--- src/rtl/dmem_dump_reader_pkg.sv ---
// Shared data-memory geometry and dump-engine FSM encodings.
package dmem_dump_reader_pkg;

  localparam int DMEM_ADDR_W = 5;
  localparam int DMEM_DATA_W = 8;
  localparam int DMEM_DEPTH  = 32;

  typedef enum logic [2:0] {
    ST_IDLE = 3'd0,
    ST_READ = 3'd1,
    ST_HOLD = 3'd2,
    ST_CSUM = 3'd3,
    ST_DONE = 3'd4
  } dump_state_e;

endpackage

--- src/rtl/dmem_dump_reader_if.sv ---
// Control, data-memory read port and byte-stream signals of the dump engine.
// master = dump engine, slave = CPU/memory/consumer side.
interface dmem_dump_reader_if #(
  parameter int ADDR_W = 5,
  parameter int DATA_W = 8
);
  logic              Start;
  logic [ADDR_W-1:0] Start_Addr;
  logic [ADDR_W:0]   Count;
  logic              Busy;
  logic              Done;
  logic [ADDR_W-1:0] Mem_Addr;
  logic [DATA_W-1:0] Mem_Data;
  logic [DATA_W-1:0] Out_Data;
  logic              Out_Valid;
  logic              Out_Ready;
  logic              Out_Last;

  modport master (
    input  Start, Start_Addr, Count, Mem_Data, Out_Ready,
    output Busy, Done, Mem_Addr, Out_Data, Out_Valid, Out_Last
  );

  modport slave (
    output Start, Start_Addr, Count, Mem_Data, Out_Ready,
    input  Busy, Done, Mem_Addr, Out_Data, Out_Valid, Out_Last
  );
endinterface

--- src/rtl/dmem_dump_reader_checksum.sv ---
// Mod-2^W byte accumulator for the dump checksum; clear has priority over add.
module dump_checksum #(
  parameter int W = 8
) (
  input  logic         Clk,
  input  logic         Reset,
  input  logic         clr,
  input  logic         add_en,
  input  logic [W-1:0] add_dat,
  output logic [W-1:0] sum
);

  logic [W-1:0] sum_q, sum_d;

  always_comb begin
    sum_d = sum_q;
    if (clr) begin
      sum_d = '0;
    end else if (add_en) begin
      sum_d = sum_q + add_dat;
    end
  end

  always_ff @(posedge Clk or negedge Reset) begin
    if (!Reset) begin
      sum_q <= '0;
    end else begin
      sum_q <= sum_d;
    end
  end

  assign sum = sum_q;

endmodule

--- src/rtl/dmem_dump_reader.sv ---
// Walks a wrapping data-memory range and streams bytes over valid/ready, one byte per 2 cycles.
// First byte valid two edges after Start is driven; DUMP_CHECKSUM_EN appends a two's-complement checksum byte.
module dmem_dump_reader
  import dmem_dump_reader_pkg::*;
#(
  parameter int ADDR_W = DMEM_ADDR_W,
  parameter int DATA_W = DMEM_DATA_W
) (
  input  logic                Clk,
  input  logic                Reset,
  dmem_dump_reader_if.master  bus
);

  localparam logic [ADDR_W:0] REM_ONE = {{ADDR_W{1'b0}}, 1'b1};

  dump_state_e       state_q, state_d;
  logic [ADDR_W-1:0] addr_q, addr_d;
  logic [ADDR_W:0]   rem_q, rem_d;
  logic [DATA_W-1:0] out_data_q, out_data_d;
  logic              out_valid_q, out_valid_d;
  logic              out_last_q, out_last_d;
  logic              done_q, done_d;
  logic              busy_q, busy_d;
  logic              handshake;

  assign handshake = out_valid_q && bus.Out_Ready;

`ifdef DUMP_CHECKSUM_EN
  logic [DATA_W-1:0] csum_sum;

  // Bytes are accumulated as they are captured, so the sum is complete by the last HOLD.
  dump_checksum #(.W(DATA_W)) u_csum (
    .Clk     (Clk),
    .Reset   (Reset),
    .clr     (state_q == ST_IDLE && bus.Start),
    .add_en  (state_q == ST_READ),
    .add_dat (bus.Mem_Data),
    .sum     (csum_sum)
  );
`endif

  always_comb begin
    state_d     = state_q;
    addr_d      = addr_q;
    rem_d       = rem_q;
    out_data_d  = out_data_q;
    out_valid_d = out_valid_q;
    out_last_d  = out_last_q;
    done_d      = 1'b0;

    case (state_q)
      ST_IDLE: begin
        if (bus.Start) begin
          if (bus.Count != '0) begin
            state_d = ST_READ;
            addr_d  = bus.Start_Addr;
            rem_d   = bus.Count;
          end else begin
            state_d = ST_DONE;
            done_d  = 1'b1;
          end
        end
      end
      ST_READ: begin
        state_d     = ST_HOLD;
        out_data_d  = bus.Mem_Data;
        out_valid_d = 1'b1;
`ifdef DUMP_CHECKSUM_EN
        out_last_d  = 1'b0;
`else
        out_last_d  = (rem_q == REM_ONE);
`endif
      end
      ST_HOLD: begin
        if (handshake) begin
          if (rem_q != REM_ONE) begin
            state_d     = ST_READ;
            rem_d       = rem_q - 1'b1;
            addr_d      = addr_q + 1'b1;
            out_valid_d = 1'b0;
            out_last_d  = 1'b0;
          end else begin
`ifdef DUMP_CHECKSUM_EN
            // Valid stays high straight into the checksum byte.
            state_d    = ST_CSUM;
            out_data_d = ~csum_sum + 1'b1;
            out_last_d = 1'b1;
`else
            state_d     = ST_DONE;
            out_valid_d = 1'b0;
            out_last_d  = 1'b0;
            done_d      = 1'b1;
`endif
          end
        end
      end
`ifdef DUMP_CHECKSUM_EN
      ST_CSUM: begin
        if (handshake) begin
          state_d     = ST_DONE;
          out_valid_d = 1'b0;
          out_last_d  = 1'b0;
          done_d      = 1'b1;
        end
      end
`endif
      ST_DONE: begin
        state_d = ST_IDLE;
      end
      default: begin
        state_d     = ST_IDLE;
        out_valid_d = 1'b0;
        out_last_d  = 1'b0;
      end
    endcase

    busy_d = (state_d != ST_IDLE);
  end

  always_ff @(posedge Clk or negedge Reset) begin
    if (!Reset) begin
      state_q     <= ST_IDLE;
      addr_q      <= '0;
      rem_q       <= '0;
      out_data_q  <= '0;
      out_valid_q <= 1'b0;
      out_last_q  <= 1'b0;
      done_q      <= 1'b0;
      busy_q      <= 1'b0;
    end else begin
      state_q     <= state_d;
      addr_q      <= addr_d;
      rem_q       <= rem_d;
      out_data_q  <= out_data_d;
      out_valid_q <= out_valid_d;
      out_last_q  <= out_last_d;
      done_q      <= done_d;
      busy_q      <= busy_d;
    end
  end

  assign bus.Mem_Addr  = addr_q;
  assign bus.Out_Data  = out_data_q;
  assign bus.Out_Valid = out_valid_q;
  assign bus.Out_Last  = out_last_q;
  assign bus.Done      = done_q;
  assign bus.Busy      = busy_q;

endmodule

--- src/flat_wrapper.sv ---
// flat-port wrapper written by rule: the top's interface ports become plain ports
module dmem_dump_reader_flat import dmem_dump_reader_pkg::*;
#(
  parameter int ADDR_W = DMEM_ADDR_W,
  parameter int DATA_W = DMEM_DATA_W
)
  (Clk, Reset, bus_Start, bus_Start_Addr, bus_Count, bus_Mem_Data, bus_Out_Ready, bus_Busy, bus_Done, bus_Mem_Addr, bus_Out_Data, bus_Out_Valid, bus_Out_Last);
  dmem_dump_reader_if #(.ADDR_W(ADDR_W), .DATA_W(DATA_W)) bus_i ();
  input  logic Clk;
  input  logic Reset;
  input wire logic [$bits(bus_i.Start)-1:0] bus_Start;
  input wire logic [$bits(bus_i.Start_Addr)-1:0] bus_Start_Addr;
  input wire logic [$bits(bus_i.Count)-1:0] bus_Count;
  input wire logic [$bits(bus_i.Mem_Data)-1:0] bus_Mem_Data;
  input wire logic [$bits(bus_i.Out_Ready)-1:0] bus_Out_Ready;
  output wire logic [$bits(bus_i.Busy)-1:0] bus_Busy;
  output wire logic [$bits(bus_i.Done)-1:0] bus_Done;
  output wire logic [$bits(bus_i.Mem_Addr)-1:0] bus_Mem_Addr;
  output wire logic [$bits(bus_i.Out_Data)-1:0] bus_Out_Data;
  output wire logic [$bits(bus_i.Out_Valid)-1:0] bus_Out_Valid;
  output wire logic [$bits(bus_i.Out_Last)-1:0] bus_Out_Last;
  assign bus_i.Start = bus_Start;
  assign bus_i.Start_Addr = bus_Start_Addr;
  assign bus_i.Count = bus_Count;
  assign bus_i.Mem_Data = bus_Mem_Data;
  assign bus_i.Out_Ready = bus_Out_Ready;
  assign bus_Busy = bus_i.Busy;
  assign bus_Done = bus_i.Done;
  assign bus_Mem_Addr = bus_i.Mem_Addr;
  assign bus_Out_Data = bus_i.Out_Data;
  assign bus_Out_Valid = bus_i.Out_Valid;
  assign bus_Out_Last = bus_i.Out_Last;
  dmem_dump_reader #(.ADDR_W(ADDR_W), .DATA_W(DATA_W)) u_core (.Clk(Clk), .Reset(Reset), .bus(bus_i));
endmodule
--- config.mk ---
export PLATFORM = sky130hd
export DESIGN_NAME = dmem_dump_reader_flat
export DESIGN_NICKNAME = d
export VERILOG_FILES = /design/src/rtl/dmem_dump_reader_pkg.sv /design/src/rtl/dmem_dump_reader_if.sv /design/src/rtl/dmem_dump_reader_checksum.sv /design/src/rtl/dmem_dump_reader.sv /design/src/flat_wrapper.sv
export SDC_FILE = /design/constraint.sdc
export NUM_CORES = 1
export LEC_CHECK = 0
export CAP_MARGIN = 25
export CORE_AREA = 5 5 79 52
export CTS_BUF_LIST = sky130_fd_sc_hd__clkbuf_16
export CTS_CLUSTER_SIZE = 25
export DETAILED_ROUTE_END_ITERATION = 10
export DIE_AREA = 0 0 84 57
export GPL_TIMING_DRIVEN = 0
export PLACE_DENSITY = 0.78
export RECOVER_POWER = 100
export SETUP_SLACK_MARGIN = 0.3
export SYNTH_ARGS = -nofsm -noshare
export SYNTH_HDL_FRONTEND = slang
export SYNTH_SLANG_ARGS = --single-unit
--- constraint.sdc ---
create_clock -name Clk -period 1.85 [get_ports Clk]
set_clock_uncertainty 0.2 [all_clocks]
set_input_delay 0.4625 -clock Clk [delete_from_list [all_inputs] [get_ports Clk]]
set_output_delay 0.4625 -clock Clk [all_outputs]
set_load 0.03 [all_outputs]
---- Word level (Yosys, flattened, before mapping) ----
Cells that the tools add are included.
operators by class
  $add $sub $neg .......................... 2
  equal/unequal tests ..................... 9
  mux-type cells .......................... 23
  bitwise operators ....................... 1
  reduce and logical (&&, ||, !) cells .... 8
operators with widths
  kind                   count
  $mux W6                4
  $mux W5                4
  $mux W3                4
  $pmux W6 S2            1
  $pmux W5 S2            1
  $pmux W3 S3            1
  $eq A6 B1 Y1 const B   1
  $ne A2 B1 Y1 const B   3
  $ne A6 B1 Y1 const B   1
  $pmux W1 S3            2
  $reduce_bool A6 Y1     1
  $sub A6 B1 Y6 const B  1
  $add A5 B1 Y5 const B  1
  $mux W1                5
  $reduce_and A5 Y1      1
  $eq A3 B1 Y1 const B   1
  $eq A3 B2 Y1 const B   1
  $eq A3 B3 Y1 const B   1
  $logic_not A3 Y1       1
  $reduce_bool A3 Y1     1
  $ne A2 B2 Y1 const B   1
  $pmux W1 S2            1
  $reduce_and A2 Y1      1
  $reduce_bool A2 Y1     1
  other kinds (3)        3
storage, ports and cells
  bits in registers ....................... 26
  bits of input ports ..................... 23
  output and inout bits ................... 17
  word-level logic and storage cells ...... 51

---- Logic depth before layout (Yosys ltp) ----
  depth in word-level cells ............... 5
  gate-level depth with buffers ........... 6
  gate-level depth less buffers ........... 6

---- Worst setup path after synthesis ----
OpenSTA, ideal clock, no wires.
  kind .................................... reg-to-reg
  from .................................... register u_core.state_q[0]
  to ...................................... register u_core.rem_q[1]
  library setup time ...................... 0.127 ns
  data arrival time ....................... 1.622 ns
  required time ........................... 1.523 ns
  setup slack ............................. -0.100 ns
  stages on the path, launching flop included .. 7
  path buffers ............................ 1
  clock period less this slack ............ 1.950 ns
  cell sequence ........................... dfrtp_1 or3b_1 buf_2 a211oi_4 nor2_2 inv_4 mux2_1
on the way
  word-level cells in the longest chain between the ends .. 3
  elaborated cells on any way between the ends .. 9
  classes of those cells .................. 5 x eq/ne; 1 x mux; 3 x reduce/logical
ends and longest elaborated chain
  element                                           RTL line                 RTL
  start: declaration                                dmem_dump_reader.sv:16   dump_state_e state_q, state_d;
  start signal: assignment                          dmem_dump_reader.sv:131  state_q <= state_d;
  $eq A3 B2 Y1 or $logic_not A3 Y1 (tied branches)  dmem_dump_reader.sv:51   case (state_q)
  $ne A2 B1 Y1 (no line) (tied with other cells)    -
  $reduce_and A5 Y1 (no line)                       -
  end signal: assignment                            dmem_dump_reader.sv:133  rem_q <= rem_d;
  end: declaration                                  dmem_dump_reader.sv:18   logic [ADDR_W:0] rem_q, rem_d;
Several ways; a longest one is shown, not always the timed one.
A chain may end at the register's enable or synchronous reset.

---- Worst setup path in the final report ----
  from .................................... register u_core.state_q[0]
  to ...................................... register u_core.addr_q[2] (netlist: u_core.bus.Mem_Addr[2])
on the way
  word-level cells in the longest chain between the ends .. 3
  elaborated cells on any way between the ends .. 9
  classes of those cells .................. 5 x eq/ne; 1 x mux; 3 x reduce/logical
ends and longest elaborated chain
  element                                           RTL line                 RTL
  $eq A3 B2 Y1 or $logic_not A3 Y1 (tied branches)  dmem_dump_reader.sv:51
  $ne A2 B1 Y1 (no line) (tied with other cells)    -
  $reduce_and A5 Y1 (no line)                       -
  end signal: assignment                            dmem_dump_reader.sv:132  addr_q <= addr_d;
  end: declaration                                  dmem_dump_reader.sv:17   logic [ADDR_W-1:0] addr_q, addr_d;
Several ways; a longest one is shown, not always the timed one.

==> out/results.txt <==
Status: complete, but fails checks
Violated checks: setup timing
Placed insts: 229
Post-route ant nets: 0
Post-synth cell types: 36
H-Tree Depth: 1
Most frequent cells in the layout: nand2_1 (34), dfrtp_1 (21), clkdlybuf4s50_1 (17)
Clock Tree Buf Depth: 2
# port buffers: 39
Crit-path max FO: 5
Die area: 4790 sq um
Vias in the first global route: 1503
Seq/Total Area, Yosys: 49.1%
Syn Nets: 168
First-pass GRT wire length: 7.92 mm
Yosys reg bits: 26
Pleak: 0.000995 uW
Mapped Area: 1330 sq um
R2R cell count: 7
Clock-pin slew on the worst setup and hold paths: 70 ps
Finished Core Util: 66.3%
Worst path required time: 1830 ps
Worst slew margin: 57.9%
CTS tree: built
Final Hold Fails: 0
Drt drc: 0
Starting DRT DRC Count: 195
Max cap viols: 0
Synthesis warning total: 0
Num CTS Buffers: 3
Initial core utilization: 39.0%
Rows: 17
Layout cell share with drive strength beyond 1: 38.7%
I/O Pins: 40
Synthesized instance count: 142
Placed wire-length estimate: 2.64 mm
Post-Syn Area per Cell: 9.34 sq um
Grt ovf: 0
Routed WL per cell: 21.6 um
Core area: 3400 sq um
Pwr dens: 1840 nW/um^2
Syn-to-layout area delta: 70.2%
Via count: 1503
Fillers: 221
F_max: 471 MHz
Storage cell area: 657 sq um
Final period utilization: 115%
Fin. max-slew vios: 0
CP Capture Type: flop
Initial antenna violation count: 0
CP Launch Type: flop
Worst VDD drop: 0.765 mV
Routed wire length: 5.59 mm
DIE WIDTH: 84 um
WHS Path Cells: 2
Endpoints failing setup: 15
CP Class: reg2reg
Root buf cell: clkbuf_16
Finished Layout Cells: 259
Worst-Margin Slew: 629 ps
Pre-antenna DRT Iters: 4
RSZ-0062 raised after global routing: yes
Later-pin clock latency in the skew report: 270 ps
Nets: 239
ANT cells: 0
Arr. time, crit path: 2100 ps
Multi-input gate area: 793 sq um
Pin count of the biggest net entering global routing: 17
Most common cell after layout, fill and taps aside: nand2_1
Path type of the worst min-delay path: reg2reg
GP Congestion: 0.808
Clk sinks: 26
Final setup margin: -272 ps
Avg Vias per Cell: 5.80
Minimum clock period: 2120 ps
Die height: 57 um
Total GRT Usage: 21.0%
-- routing by layer --
metal  up-vias  track usage, %  share of wire, %
met5         -               0                 0
met4         0            8.03               4.7
met3        26            3.61               7.0
met2        95            36.8                48
met1       740            26.3                41
li1        642               -                 -
-- synth_stat cells --
| cell | instances | area, sq um |
|---|---|---|
| o21ai_1 | 4 | 20.0 |
| inv_1 | 4 | 15.0 |
| clkbuf_1 | 4 | 15.0 |
| o32ai_1 | 2 | 17.5 |
| dfrtp_1 | 26 | 651 |
| o21ai_0 | 9 | 45.0 |
| nand2b_1 | 1 | 6.26 |
| a211oi_4 | 1 | 20.0 |
| nor4_1 | 2 | 12.5 |
| o22ai_1 | 3 | 18.8 |
| or4b_4 | 1 | 13.8 |
| nor2_2 | 1 | 6.26 |
| nor2_1 | 3 | 11.3 |
| nand2_1 | 36 | 135 |
| or3_1 | 1 | 6.26 |
| nor3_1 | 6 | 30.0 |
| buf_2 | 1 | 5.00 |
| a211oi_2 | 1 | 12.5 |
| buf_4 | 1 | 7.51 |
| a22oi_1 | 2 | 15.0 |
| inv_4 | 1 | 6.26 |
| nand3b_1 | 1 | 7.51 |
| nand3_1 | 5 | 25.0 |
| mux2_1 | 1 | 11.3 |
| o211ai_1 | 2 | 15.0 |
| nor3b_1 | 1 | 7.51 |
| a22o_1 | 1 | 8.76 |
| nor4_4 | 1 | 21.3 |
| or3b_1 | 1 | 8.76 |
| a21oi_1 | 5 | 25.0 |
| a31oi_1 | 1 | 6.26 |
| and2_1 | 3 | 18.8 |
| o2bb2ai_1 | 5 | 43.8 |
| buf_6 | 1 | 11.3 |
| ha_1 | 3 | 37.5 |
| a21oi_2 | 1 | 8.76 |
-- cell families after synthesis --
kind of cell,Yosys count,share of synthesized area (%)
compound gates,37,19.3
fa+ha+maj,3,2.83
buf+inv,12,4.53
flops,26,49.1
mux,1,0.849
simple gates,63,23.4
-- power by group --
part / internal, uW / leakage (uW) / switching [uW] / total (uW)
logic: 1100 / 0.000641 / 1440 / 2540
clock network: 290 / 0.0000385 / 211 / 501
registers: 836 / 0.000315 / 278 / 1110
total: 2220 / 0.000995 / 1930 / 4150
-- layout make-up --
cell class                 instances  share of cell area (%)
buffer                             7                    3.49
clock buffer                       3                    3.33
clock inverter                     1                   0.166
inverter                           5                   0.942
multi-input combinational        104                    35.1
sequential                        26                    29.1
tap                               47                    2.61
timing repair buffer              66                    25.2
-- worst max-delay path, cell delays in order, from the launching register on --
cell and delay [ps]:
dfrtp_2 420, buf_6 130, or4b_4 550, a21oi_4 170
buf_6 160, buf_8 130, o22ai_2 70, a22oi_2 190
-- path summary, 6_finish.rpt --
check                                       start                      to  slack (ps)
hold / removal             u_core.bus.Out_Data[1]  u_core.bus.Out_Data[1]         290
setup / recovery                u_core.state_q[0]  u_core.bus.Mem_Addr[2]        -270
hold reg to reg            u_core.bus.Out_Data[1]  u_core.bus.Out_Data[1]         290
max in group asynchronous                   Reset         u_core.rem_q[4]         280
min in group asynchronous                   Reset         u_core.rem_q[1]         380
setup reg to reg                u_core.state_q[0]  u_core.bus.Mem_Addr[2]        -270
-- sequential cells by signal, summed over array words and instances (netlist names) --
register and flops:
u_core.rem_q 6, u_core.bus.Out_Valid 1, u_core.bus.Out_Data 8, u_core.bus.Mem_Addr 5
u_core.bus.Done 1, u_core.bus.Out_Last 1, u_core.state_q 3, u_core.bus.Busy 1
-- stage by stage --
| stage | TNS (ps) | hold slack, ps | setup WS (ps) | area, sq um | power [uW] |
|---|---|---|---|---|---|
| 2_1_floorplan | -130 | -33.1 | -99.6 | 1350 | 2170 |
| 3_3_place_gp | -9940 | 259 | -668 | 1800 | 2740 |
| 3_5_place_dp | -5920 | 265 | -668 | 1820 | 2830 |
| 4_1_cts | -1310 | 275 | -176 | 2110 | 3630 |
| 5_1_grt | -3360 | 323 | -308 | 2260 | 4360 |
| 6_report | -2610 | 294 | -272 | 2260 | 4150 |
-- repair_timing --
item                       CTS  global route
setup buffers               12            11
setup endpoints to repair   33            31
hold buffers                 0             0
cloned                       3             0
pin swaps                   12             7
resized for setup          128            32
Note: power is estimated with default switching activity, not from simulation.
